### config.mk
export PLATFORM = sky130hd
export DESIGN_NAME = level_bcd_scanner
export DESIGN_NICKNAME = d
export VERILOG_FILES = /design/src/rtl/lock_disp_pkg.sv /design/src/rtl/dabble_adjust.sv /design/src/rtl/level_bcd_scanner.sv
export SDC_FILE = /design/constraint.sdc
export NUM_CORES = 1
export LEC_CHECK = 0
export BUFFER_PORTS_ARGS = -buffer_cell sky130_fd_sc_hd__buf_4
export CORE_MARGIN = 3
export CORE_UTILIZATION = 23
export CTS_CLUSTER_DIAMETER = 50
export DETAILED_ROUTE_END_ITERATION = 10
export PLACE_DENSITY_LB_ADDON = 0.12
export SLEW_MARGIN = 20
export SYNTH_ARGS = -nofsm -noshare
export SYNTH_HDL_FRONTEND = slang
export SYNTH_SLANG_ARGS = --single-unit
### constraint.sdc
create_clock -name clk -period 4.9 [get_ports clk]
set_clock_uncertainty 0.05 [all_clocks]
set_input_delay 0.49 -clock clk [delete_from_list [all_inputs] [get_ports clk]]
set_output_delay 0.49 -clock clk [all_outputs]
set_load 0.02 [all_outputs]
### src/rtl/lock_disp_pkg.sv
// Shared types and constants for the canal lock water-level display path.
// Holds the scanner state/channel encodings and the saturation constant.
package lock_disp_pkg;

  typedef enum logic [1:0] {
    SAMPLE = 2'd0,
    SHIFT  = 2'd1,
    WRITE  = 2'd2
  } state_t;

  typedef enum logic [1:0] {
    CH_INNER = 2'd0,
    CH_LOCK  = 2'd1,
    CH_OUTER = 2'd2
  } channel_t;

  localparam logic [7:0] SAT_BCD   = 8'h99;
  localparam int         SCRATCH_W = 12;

  // Round-robin order inner -> lock -> outer -> inner.
  function automatic channel_t next_channel(input channel_t ch);
    case (ch)
      CH_INNER: return CH_LOCK;
      CH_LOCK:  return CH_OUTER;
      default:  return CH_INNER;
    endcase
  endfunction

endpackage

### src/rtl/dabble_adjust.sv
// Add-3 correction of a three-digit BCD scratch ahead of each double-dabble shift.
// Purely combinational; every nibble >= 5 is bumped by 3.
module dabble_adjust
  import lock_disp_pkg::*;
(
  input  logic [SCRATCH_W-1:0] i_scratch,
  output logic [SCRATCH_W-1:0] o_scratch
);

  always_comb begin
    // NOTE: default the whole output first so no path through the loop leaves it unassigned (no latch).
    o_scratch = i_scratch;
    for (int d = 0; d < SCRATCH_W / 4; d++) begin
      if (i_scratch[4*d +: 4] >= 4'd5)
        o_scratch[4*d +: 4] = i_scratch[4*d +: 4] + 4'd3;
    end
  end

endmodule

### src/rtl/level_bcd_scanner.sv
// Round-robin binary-to-BCD converter for the three canal water levels, sharing one
// double-dabble engine; each channel refreshes every 3*(WIDTH+2) cycles, saturating at 99.
module level_bcd_scanner #(
  parameter int         WIDTH   = 8,
  parameter logic [7:0] SAT_BCD = lock_disp_pkg::SAT_BCD
) (
  input  logic             clk,
  input  logic             reset_n,
  input  logic [WIDTH-1:0] inner_level,
  input  logic [WIDTH-1:0] lock_level,
  input  logic [WIDTH-1:0] outer_level,
  output logic [7:0]       inner_bcd,
  output logic [7:0]       lock_bcd,
  output logic [7:0]       outer_bcd,
  output logic [2:0]       over,
  output logic             frame_done
);

  import lock_disp_pkg::*;

  localparam int              CNT_W    = (WIDTH > 1) ? $clog2(WIDTH) : 1;
  localparam logic [CNT_W-1:0] CNT_LAST = CNT_W'(WIDTH - 1);

  state_t                 r_state;
  state_t                 w_state_next;
  channel_t               r_channel;
  logic [WIDTH-1:0]       r_bin;
  logic [WIDTH-1:0]       w_level;
  logic [SCRATCH_W-1:0]   r_scratch;
  logic [SCRATCH_W-1:0]   w_adj;
  logic [CNT_W-1:0]       r_cnt;
  logic [7:0]             r_inner_bcd;
  logic [7:0]             r_lock_bcd;
  logic [7:0]             r_outer_bcd;
  logic [2:0]             r_over;
  logic                   r_frame_done;
  logic                   w_sat;
  logic [7:0]             w_digits;

  dabble_adjust u_dabble_adjust (
    .i_scratch (r_scratch),
    .o_scratch (w_adj)
  );

  always_ff @(posedge clk) begin
    // NOTE: state is updated with non-blocking assignments so every register sees pre-edge values.
    if (!reset_n) r_state <= SAMPLE;
    else          r_state <= w_state_next;
  end

  always_comb begin
    w_state_next = r_state;
    case (r_state)
      SAMPLE:  w_state_next = SHIFT;
      SHIFT:   if (r_cnt == CNT_LAST) w_state_next = WRITE;
      WRITE:   w_state_next = SAMPLE;
      default: w_state_next = SAMPLE;
    endcase
  end

  always_comb begin
    w_level = inner_level;
    case (r_channel)
      CH_LOCK:  w_level = lock_level;
      CH_OUTER: w_level = outer_level;
      default:  w_level = inner_level;
    endcase
  end

  // Conversion datapath: capture in SAMPLE, adjust-then-shift in SHIFT, advance channel in WRITE.
  always_ff @(posedge clk) begin
    if (!reset_n) begin
      r_channel <= CH_INNER;
      r_bin     <= '0;
      r_scratch <= '0;
      r_cnt     <= '0;
    end else begin
      case (r_state)
        SAMPLE: begin
          r_bin     <= w_level;
          r_scratch <= '0;
          r_cnt     <= '0;
        end
        SHIFT: begin
          {r_scratch, r_bin} <= {w_adj, r_bin} << 1;
          r_cnt              <= r_cnt + CNT_W'(1);
        end
        WRITE:   r_channel <= next_channel(r_channel);
        default: ;
      endcase
    end
  end

  assign w_sat    = |r_scratch[11:8];
  assign w_digits = w_sat ? SAT_BCD : r_scratch[7:0];

  always_ff @(posedge clk) begin
    if (!reset_n) begin
      r_inner_bcd  <= 8'h00;
      r_lock_bcd   <= 8'h00;
      r_outer_bcd  <= 8'h00;
      r_over       <= 3'b000;
      r_frame_done <= 1'b0;
    end else begin
      r_frame_done <= 1'b0;
      if (r_state == WRITE) begin
        case (r_channel)
          CH_INNER: begin
            r_inner_bcd <= w_digits;
            r_over[0]   <= w_sat;
          end
          CH_LOCK: begin
            r_lock_bcd <= w_digits;
            r_over[1]  <= w_sat;
          end
          CH_OUTER: begin
            r_outer_bcd  <= w_digits;
            r_over[2]    <= w_sat;
            r_frame_done <= 1'b1;
          end
          default: ;
        endcase
      end
    end
  end

  assign inner_bcd  = r_inner_bcd;
  assign lock_bcd   = r_lock_bcd;
  assign outer_bcd  = r_outer_bcd;
  assign over       = r_over;
  assign frame_done = r_frame_done;

endmodule

==> results.ini, run 1 <==
[global_route]
grt_pass1_vias=2004
grt_pass1_wl_um=9850
grt_max_degree=30
antenna_found_initial=0
gr-total-overflow=0
grt_use_total_pct=10.4

[logic_synthesis]
netlist_area_mm2=0.00248
synth.distinct_cells=32
synth_seq_cells=55
synth_top_area_cell=dfxtp_1
synth_top_family_by_area=compound AO/OA/AOI/OAI gates
ys_top_cells_by_area=dfxtp_1, ha_1, a21oi_1
synth_common_cells=dfxtp_1, nand2_1, a21oi_1
yosys_warnings=0
seq_area_frac_synth_pct=44.4
synth.most_common_cell=dfxtp_1
synth-edff-count=0
synthAdderAreaFrac_pct=7.56
synth_compound_area_share_pct=22.2
synth_nets=323
synth-async-reset-ratio_pct=0
synth_xor_area_share_pct=1.77
synth-main-ff-cell=dfxtp_1
synth_top_area_share_pct=44.4
muxShareOfSynthArea_pct=1.61
syn_inst=282
yosys.area_share.simple_pct=16.5
syn-mean-instance-area_um2=8.80

[setup_path]
reg2reg_from=r_state[1]$_SDFFE_PN0P_
endpoint=inner_bcd[4]$_SDFFE_PN0P_
critPathLaunch=r_state[1]$_SDFFE_PN0P_
crit_type=reg2reg
crit_family=simple AND/OR/NAND/NOR gates
crit_chain=nor2b_4, and2_2, nor2_1, a211oi_1
ff2ff_path_depth=4
endpoint_kind=register
crit_buf_inv=0
start_kind=register
slowest_delay_ns=0.74
crit_slowest_cell=dfxtp_1
cp.depth=4
cp_max_fo=21
r2r_end=inner_bcd[4]$_SDFFE_PN0P_
cp.arrival_ns=2.03
r2r_slack_ns=3.05
required_ns=5.08

[place]
post-place-ws_ns=3.05
gp_routability_congestion=0.702
io_buffers=53
hpwl_um=4450
place_area_mm2=0.00294

[timing]
period_share_pct=37.8
tns_ns=0
slew_violations=0
min_period_ns=1.85
setup_viol_count_final=0
hold_viol=0
max_freq_mhz=540
slew_headroom_pct=57.2
fin_ws_ns=3.05
rsz0062_at_grt=no
tightestPinTransition_ns=0.641

[min_path]
hold_path.class=reg2reg

[die]
fp.dieArea_mm2=0.0121
rows=37
io_pins=54
fp.dieW_um=110
core_area_mm2=0.0104
die_height_um=110
initial_core_util_pct=23.8

[clock_network]
htree_levels=2
cts_buffer_depth=2
root_buffer=clkbuf_8
hold_buffers=0
clock_latency_ns=0.32
cts_resized=0
cts_tree=done
post_cts.repair.setup_buffers=0
clkTransAtPathRegs_ns=0.10
cts_buffers=5
cts.sinks=55

[pwr]
swShare_pct=21.1
power_density_mw_per_mm2=279
p_leak_nw=1.17
seqPwrFrac_pct=52.9
power_frac_clock_pct=42.8
finalPower_w=0.000861
comb_power_share_pct=4.2
p_int_w=0.000679
irDropWorstVdd_v=0.000184
switchingPower_w=0.000182

[cells_and_area]
area_delta_synth_final_pct=24.2
drive_above_1_share_pct=21.0
fin_area_mm2=0.00308
antenna_cells=0
fin_nets=364
fill_cells=1152

[drt]
drc=0
avgRoutedWirePerCell_um=13.1
antenna_left=0
vias=2034
drtPass1Iterations=4
vias_per_cell=4.42
drtIter0Drc=76
routed_wl_um=6020

[status]
status=finished, final reports clean

[flow_run]
cap_violations=0

state kept, by name, summed over array words and instances, names as in the netlist, 2 cells and up:
register,flops
r_scratch,12
inner_bcd,8
lock_bcd,8
outer_bcd,8
r_bin,8
over,3
r_cnt,3
r_channel,2
r_state,2
layout by cell type, fill, tap and decap left out, drive strengths merged:
cell,n
a211oi,16
a21oi,31
a22o,5
a22oi,9
a32o,3
and2,6
and2b,1
and3,2
buf,54
bufinv,2
clkbuf,5
dfxtp,55
ha,15
inv,10
mux2i,4
nand2,34
nand2b,3
nand3,12
nor2,32
nor2b,1
o211ai,8
o21ai,3
o22ai,3
o31ai,3
o32ai,2
xnor2,3
xor2,2
cell type report:
cell class,count,area (um^2),share of cell area [%]
Multi-Input combinational cell,198,1230,40.0
Sequential cell,55,1100,35.7
Timing Repair Buffer,54,405,13.2
Tap cell,136,170,5.52
Clock inverter,3,71.3,2.31
Clock buffer,5,68.8,2.23
Inverter,9,33.8,1.10
logic make-up (layout without fill, tap and decap cells):
kind of cell | count (synthesis) | in the layout
adder cells (fa/ha/maj) | 15 | 15
flip-flops | 55 | 55
AND/OR/NAND/NOR | 91 | 91
buffers and inverters | 29 | 71
AO/OA/AOI/OAI | 83 | 83
XOR/XNOR | 5 | 5
multiplexers | 4 | 4
stage by stage:
| stage | hold WS, ns | utilization, % | std cells |
|---|---|---|---|
| floorplan | 0.375 | - | 282 |
| global placement | 0.404 | 28.2 | 452 |
| detailed placement | 0.406 | 28.2 | 452 |
| CTS | 0.419 | 29.6 | 460 |
| global route | 0.438 | 29.6 | 460 |
| finish | 0.416 | 29.6 | 460 |
power groups by stage:
stage                     combinational [W]  clock (W)  sequential [W]
after floorplan                   0.0000184          0        0.000464
after global placement            0.0000371          0        0.000466
after detailed placement          0.0000374          0        0.000466
after CTS                         0.0000374   0.000383        0.000456
after global routing              0.0000410   0.000397        0.000457
final                             0.0000363   0.000369        0.000456
worst min-delay path, delay by kind of cell (launching register included):
kind               cells  cell delay [ns]
AOI/OAI and AO/OA      1             0.05
DFF                    1             0.32
and+or+nand+nor        1             0.05
layer usage:
layer	global-route usage (%)	share of wire (%)	vias to the layer above
met2	17.1	46	50
met1	13.5	47	911
met4	2.40	0.42	0
met5	0	0	-
met3	2.76	6.1	2
li1	-	-	1071
worst min path at each step:
| stage | startpoint | end | slack, ns | cells after the start |
|---|---|---|---|---|
| floorplan | r_bin[7]$_SDFFE_PN0P_ | r_scratch[0]$_SDFFE_PN0P_ | 0.38 | 2 |
| detailed placement | lock_bcd[6]$_SDFFE_PN0P_ | lock_bcd[6]$_SDFFE_PN0P_ | 0.41 | 2 |
| global placement | outer_bcd[6]$_SDFFE_PN0P_ | outer_bcd[6]$_SDFFE_PN0P_ | 0.40 | 2 |
| finish | lock_bcd[1]$_SDFFE_PN0P_ | lock_bcd[1]$_SDFFE_PN0P_ | 0.42 | 2 |
| global route | lock_bcd[1]$_SDFFE_PN0P_ | lock_bcd[1]$_SDFFE_PN0P_ | 0.44 | 2 |
| CTS | inner_level[5] | r_bin[5]$_SDFFE_PN0P_ | 0.42 | 3 |
No activity file was read; power rests on OpenSTA's default activity.
==> run 2: changes to the inputs <==
- ABC_AREA: not set -> 1
- clock period: 4.9 -> 1.6 ns (I/O delays scaled with it)
==> run 2 against run 1 <==
  * Critical path depth is 3 higher
  * Highest routed layer unchanged
  * Clock power rose to 3.1 times the previous value
  * Cell count increased by 25%
  * Critical endpoint is now r_bin[2]$_SDFFE_PN0P_
  * Via count rose by 20%
  * Register-to-register slack lost 2.9 ns
  * Utilization is 1.2 points higher
  * Combinational power grew to 3.5 times the previous value
  * Count of clock-buffer cells in the layout did not move
  * Die area rose by 6.1%
==> results.ini, run 2 <==
[die]
fp.dieArea_mm2=0.0128
core_area_mm2=0.0110
fp.dieW_um=113
initial_core_util_pct=23.9
rows=38
die_height_um=113
io_pins=54

[place]
io_buffers=53
post-place-ws_ns=-0.00136
gp_routability_congestion=0.738
place_area_mm2=0.00323
hpwl_um=5210

[flow_run]
cap_violations=0

[pwr]
irDropWorstVdd_v=0.000405
p_leak_nw=1.65
power_density_mw_per_mm2=787

[drt]
drtPass1Iterations=4
vias_per_cell=4.26
vias=2448
routed_wl_um=6890
avgRoutedWirePerCell_um=12.0
drtIter0Drc=193
drc=0
antenna_left=0

[cells_and_area]
antenna_cells=0
fin_area_mm2=0.00339
mostFrequentLayoutCell=nand2_1
top_register=r_scratch
final_cell_mix=nand2_1, nor2_1, buf_4
multi_input_area_mm2=0.00132
fill_cells=1237
fin_nets=475
largest_reg_flops=12
regArea_mm2=0.00110
drive_above_1_share_pct=19.5
area_delta_synth_final_pct=28.5

[clock_network]
cts_tree=done
root_buffer=clkbuf_16
htree_levels=2
cts.sinks=55
clkTransAtPathRegs_ns=0.08
hold_buffers=0
cts_buffers=5
clock_latency_ns=0.30
cts_buffer_depth=2
post_cts.repair.setup_buffers=0

[logic_synthesis]
syn_inst=376
seq_area_frac_synth_pct=41.7
yosys_warnings=0
ys_top_cells_by_area=dfxtp_1, nand2_1, nor2_1
synth.most_common_cell=nand2_1
synth-main-ff-cell=dfxtp_1
synth_seq_cells=55
synth.distinct_cells=25
synth-edff-count=0
netlist_area_mm2=0.00264
synth_common_cells=nand2_1, nor2_1, dfxtp_1
synth_top_area_cell=dfxtp_1
syn-mean-instance-area_um2=7.02
synth-async-reset-ratio_pct=0
synth_nets=417
synth_top_area_share_pct=41.7

[setup_path]
critPathLaunch=r_channel[0]$_SDFFE_PN0P_
cp_max_fo=7
crit_chain=inv_1, ha_1, buf_4, nand2_1, nand3_1, a21oi_1, nor2_1
crit_type=reg2reg
start_kind=register
endpoint_kind=register
required_ns=1.73
r2r_end=r_bin[2]$_SDFFE_PN0P_
crit_slowest_cell=dfxtp_1
slowest_delay_ns=0.38
ff2ff_path_depth=7
r2r_slack_ns=0.11
reg2reg_from=r_channel[0]$_SDFFE_PN0P_
cp.arrival_ns=1.62

[timing]
slew_headroom_pct=73.3
tightestPinTransition_ns=0.400
fin_ws_ns=0.107
hold_viol=0
max_freq_mhz=670
setup_viol_count_final=0
period_share_pct=93.3
min_period_ns=1.49
slew_violations=0
rsz0062_at_grt=no
tns_ns=0

[global_route]
grt_max_degree=30
gr-total-overflow=0
grt_use_total_pct=10.7
antenna_found_initial=0
grt_pass1_vias=2327
grt_pass1_wl_um=11200

[min_path]
holdPathStages=3
hold_path.class=in2reg
hold_start=inner_level[0]
hold_path_end=r_bin[0]$_SDFFE_PN0P_

[status]
status=finished, final reports clean

-- run 2: how the worst max path moves through the flow --
| stage | to | slack, ns |
|---|---|---|
| final | r_bin[2]$_SDFFE_PN0P_ | 0.11 |
| after global routing | outer_bcd[2]$_SDFFE_PN0P_ | 0.005 |
| after CTS | r_bin[2]$_SDFFE_PN0P_ | 0.11 |
| after detailed placement | r_bin[2]$_SDFFE_PN0P_ | -0.001 |
| after global placement | r_bin[7]$_SDFFE_PN0P_ | 0.06 |
| after floorplan | r_bin[6]$_SDFFE_PN0P_ | 0.11 |
-- run 2: layout make-up --
type / count / area share [%]
inverters: 39 / 4.31
clock inverters: 3 / 0.811
repair buffers: 66 / 14.6
clock buffers: 5 / 3.69
flip-flops and latches: 55 / 32.4
well taps: 140 / 5.16
multi-input cells: 267 / 39.0
-- run 2: cell families after synthesis --
family / synth area share [%]
AND/OR/NAND/NOR: 31.2
AO/OA/AOI/OAI: 11.3
flip-flops: 41.7
buffers and inverters: 8.67
adder cells (fa/ha/maj): 7.11
-- run 2: through the flow --
step | power, W | hold WS, ns | cells | util [%]
after floorplan | 0.00149 | 0.249 | 376 | -
after global placement | 0.00156 | 0.355 | 567 | 29.3
after detailed placement | 0.00156 | 0.361 | 567 | 29.3
after CTS | 0.00272 | 0.0504 | 575 | 30.7
after global routing | 0.00278 | 0.0672 | 575 | 30.8
final | 0.00267 | 0.0557 | 575 | 30.8
-- run 2: what timing repair did --
item                       in CTS  in global routing
gates resized for setup         1                  1
pin swaps                       0                  0
gates cloned                    0                  0
setup endpoints to repair       5                  1
-- run 2: where the power goes --
part | leakage (nW) | internal [W] | switching (W) | total [W]
Combinational | 1.13 | 0.0000651 | 0.0000619 | 0.000127
Sequential | 0.445 | 0.00138 | 0.00000995 | 0.00139
Clock | 0.0723 | 0.000599 | 0.000552 | 0.00115
Total | 1.65 | 0.00205 | 0.000624 | 0.00267
-- run 2: layer usage --
| metal | track usage (%) | vias to the layer above | wire length, um |
|---|---|---|---|
| li1 | - | 1313 | - |
| met1 | 14.2 | 1100 | 3440 |
| met2 | 17.4 | 31 | 3150 |
| met3 | 2.51 | 4 | 243 |
| met4 | 2.88 | 0 | 51 |
| met5 | 0 | - | 0 |
-- run 2: worst max-delay path, delay by kind of cell (launching register included) --
family,cells,cell delay (ns)
flops,1,0.38
fa+ha+maj,1,0.29
buf+inv,2,0.32
compound gates,1,0.14
simple gates,3,0.19
==> run 3: changes to the inputs <==
- PLACE_DENSITY: not set -> 0.5
- PLACE_DENSITY_LB_ADDON: 0.12 -> not set
==> run 3 against run 2 <==
  * Combinational power hardly changed
  * Sequential share of layout area increased by 0.31 points
  * Cell count down 0.70%
  * Sequential power about the same
  * Die area did not move
  * Flip-flop and latch count unchanged
  * Via count rose by 0.57%
  * Power fell by 2.0%
  * Utilization is 0.29 points lower
  * Hold slack better by 0.016 ns
  * Count of clock-buffer cells in the layout stayed put
  * Clock power down 4%
  * Critical endpoint is now lock_bcd[4]$_SDFFE_PN0P_
  * Largest cell class unchanged
  * Highest routed layer unchanged
==> results.ini, run 3 (synthesized netlist as in run 2, its figures left out) <==
[status]
status=finished, final reports clean

[global_route]
grt_use_total_pct=10.1
gr-total-overflow=0
grt_pass1_wl_um=10600
antenna_found_initial=0
grt_pass1_vias=2253
grt_max_degree=33

[timing]
tns_ns=0
min_period_ns=1.45
tightestPinTransition_ns=0.405
period_share_pct=90.8
setup_viol_count_final=0
hold_ws_ns=0.0720
slew_violations=0
max_freq_mhz=688
slew_headroom_pct=73.0
rsz0062_at_grt=no
hold_viol=0
fin_ws_ns=0.147

[drt]
drtPass1Iterations=4
drc=0
vias_per_cell=4.31
antenna_left=0
drtIter0Drc=173
routed_wl_um=6440
vias=2462
avgRoutedWirePerCell_um=11.3

[cells_and_area]
fin_nets=471
mostFrequentLayoutCell=nand2_1
drive_above_1_share_pct=18.8
area_delta_synth_final_pct=27.3
utilization_pct=30.5
antenna_cells=0
largest_reg_flops=12
top_register=r_scratch
final_cell_mix=nand2_1, nor2_1, buf_4
fin_area_mm2=0.00336

[die]
io_pins=54
fp.dieW_um=113
die_height_um=113
rows=38
core_area_mm2=0.0110
fp.dieArea_mm2=0.0128
initial_core_util_pct=23.9

[place]
place_area_mm2=0.00320
hpwl_um=4810
post-place-ws_ns=0.00224
io_buffers=53
gp_routability_congestion=0.778

[clock_network]
cts.sinks=55
root_buffer=clkbuf_16
hold_buffers=0
cts_buffer_depth=2
clkTransAtPathRegs_ns=0.07
cts_buffers=5
post_cts.repair.setup_buffers=0
clock_latency_ns=0.29
cts_tree=done
htree_levels=2

[pwr]
comb_power_share_pct=4.8
switchingPower_w=0.000584
power_density_mw_per_mm2=779
swShare_pct=22.3
irDropWorstVdd_v=0.000409
p_leak_nw=1.63
power_frac_clock_pct=42.0
p_int_w=0.00203
seqPwrFrac_pct=53.3

[setup_path]
crit_type=reg2reg
ff2ff_path_depth=7
crit_buf_inv=3
crit_slowest_cell=dfxtp_1
crit_chain=inv_1, ha_1, inv_1, nor2_2, buf_4, o21ai_0, nor2_1
required_ns=1.78
crit_family=buffers and inverters
start_kind=register
slowest_delay_ns=0.33
r2r_end=lock_bcd[4]$_SDFFE_PN0P_
endpoint_kind=register
r2r_slack_ns=0.15
cp_max_fo=8
cp.arrival_ns=1.63
reg2reg_from=r_channel[1]$_SDFFE_PN0P_
crit_top_cell=inv_1

[min_path]
hold_path_end=r_bin[0]$_SDFFE_PN0P_
hold_path.class=in2reg
holdPathStages=3
hold_start=inner_level[0]

[flow_run]
cap_violations=0

[run 3: changes by cell type in the layout (fill, tap and decap cells not counted), sizes merged]
cell,delta
inv,-2
buf,-4
clkinv,+2
[run 3: power by group through the flow]
stage	registers [W]	logic, W	clock network, W
6_report	0.00139	0.000125	0.00110
5_1_grt	0.00140	0.000141	0.00119
4_1_cts	0.00139	0.000127	0.00114
3_5_place_dp	0.00143	0.000127	0
3_3_place_gp	0.00143	0.000125	0
2_1_floorplan	0.00142	0.0000637	0
[run 3: worst max-delay path by stage]
| stage | from | end | depth (start not counted) |
|---|---|---|---|
| detailed placement | r_channel[1]$_SDFFE_PN0P_ | r_bin[6]$_SDFFE_PN0P_ | 5 |
| global route | r_channel[1]$_SDFFE_PN0P_ | lock_bcd[4]$_SDFFE_PN0P_ | 7 |
| global placement | r_channel[0]$_SDFFE_PN0P_ | r_bin[5]$_SDFFE_PN0P_ | 5 |
| finish | r_channel[1]$_SDFFE_PN0P_ | lock_bcd[4]$_SDFFE_PN0P_ | 7 |
| CTS | r_channel[1]$_SDFFE_PN0P_ | r_bin[6]$_SDFFE_PN0P_ | 5 |
| floorplan | r_channel[0]$_SDFFE_PN0P_ | r_bin[6]$_SDFFE_PN0P_ | 8 |
[run 3: layout make-up]
cell class / count / area, um^2
clock inverters: 3 / 25.0
fillers: 1198 / 7670
flip-flops and latches: 55 / 1100
well taps: 140 / 175
repair buffers: 62 / 465
inverters: 39 / 146
multi-input cells: 267 / 1320
clock buffers: 5 / 125
[run 3: per-layer routing]
metal,GRT usage (%),up-vias,wire length (um)
li1,-,1302,-
met1,13.5,1114,3190
met2,16.1,40,2930
met3,1.93,6,232
met4,3.69,0,93
met5,0,-,0
[run 3: tightest hold or removal path: stages]
cell and delay (ns):
buf_4 0.08, o211ai_1 0.07, nand2_1 0.06
[run 3: what timing repair did]
| item | in CTS | in global routing |
|---|---|---|
| setup endpoints to repair | 0 | 8 |
| resized for setup | 0 | 2 |
| hold endpoints to repair | 0 | 0 |
[run 3: metrics by stage]
stage | std cells | total power, W
floorplan | 376 | 0.00149
global placement | 563 | 0.00155
detailed placement | 563 | 0.00155
CTS | 571 | 0.00266
global route | 571 | 0.00272
finish | 571 | 0.00262
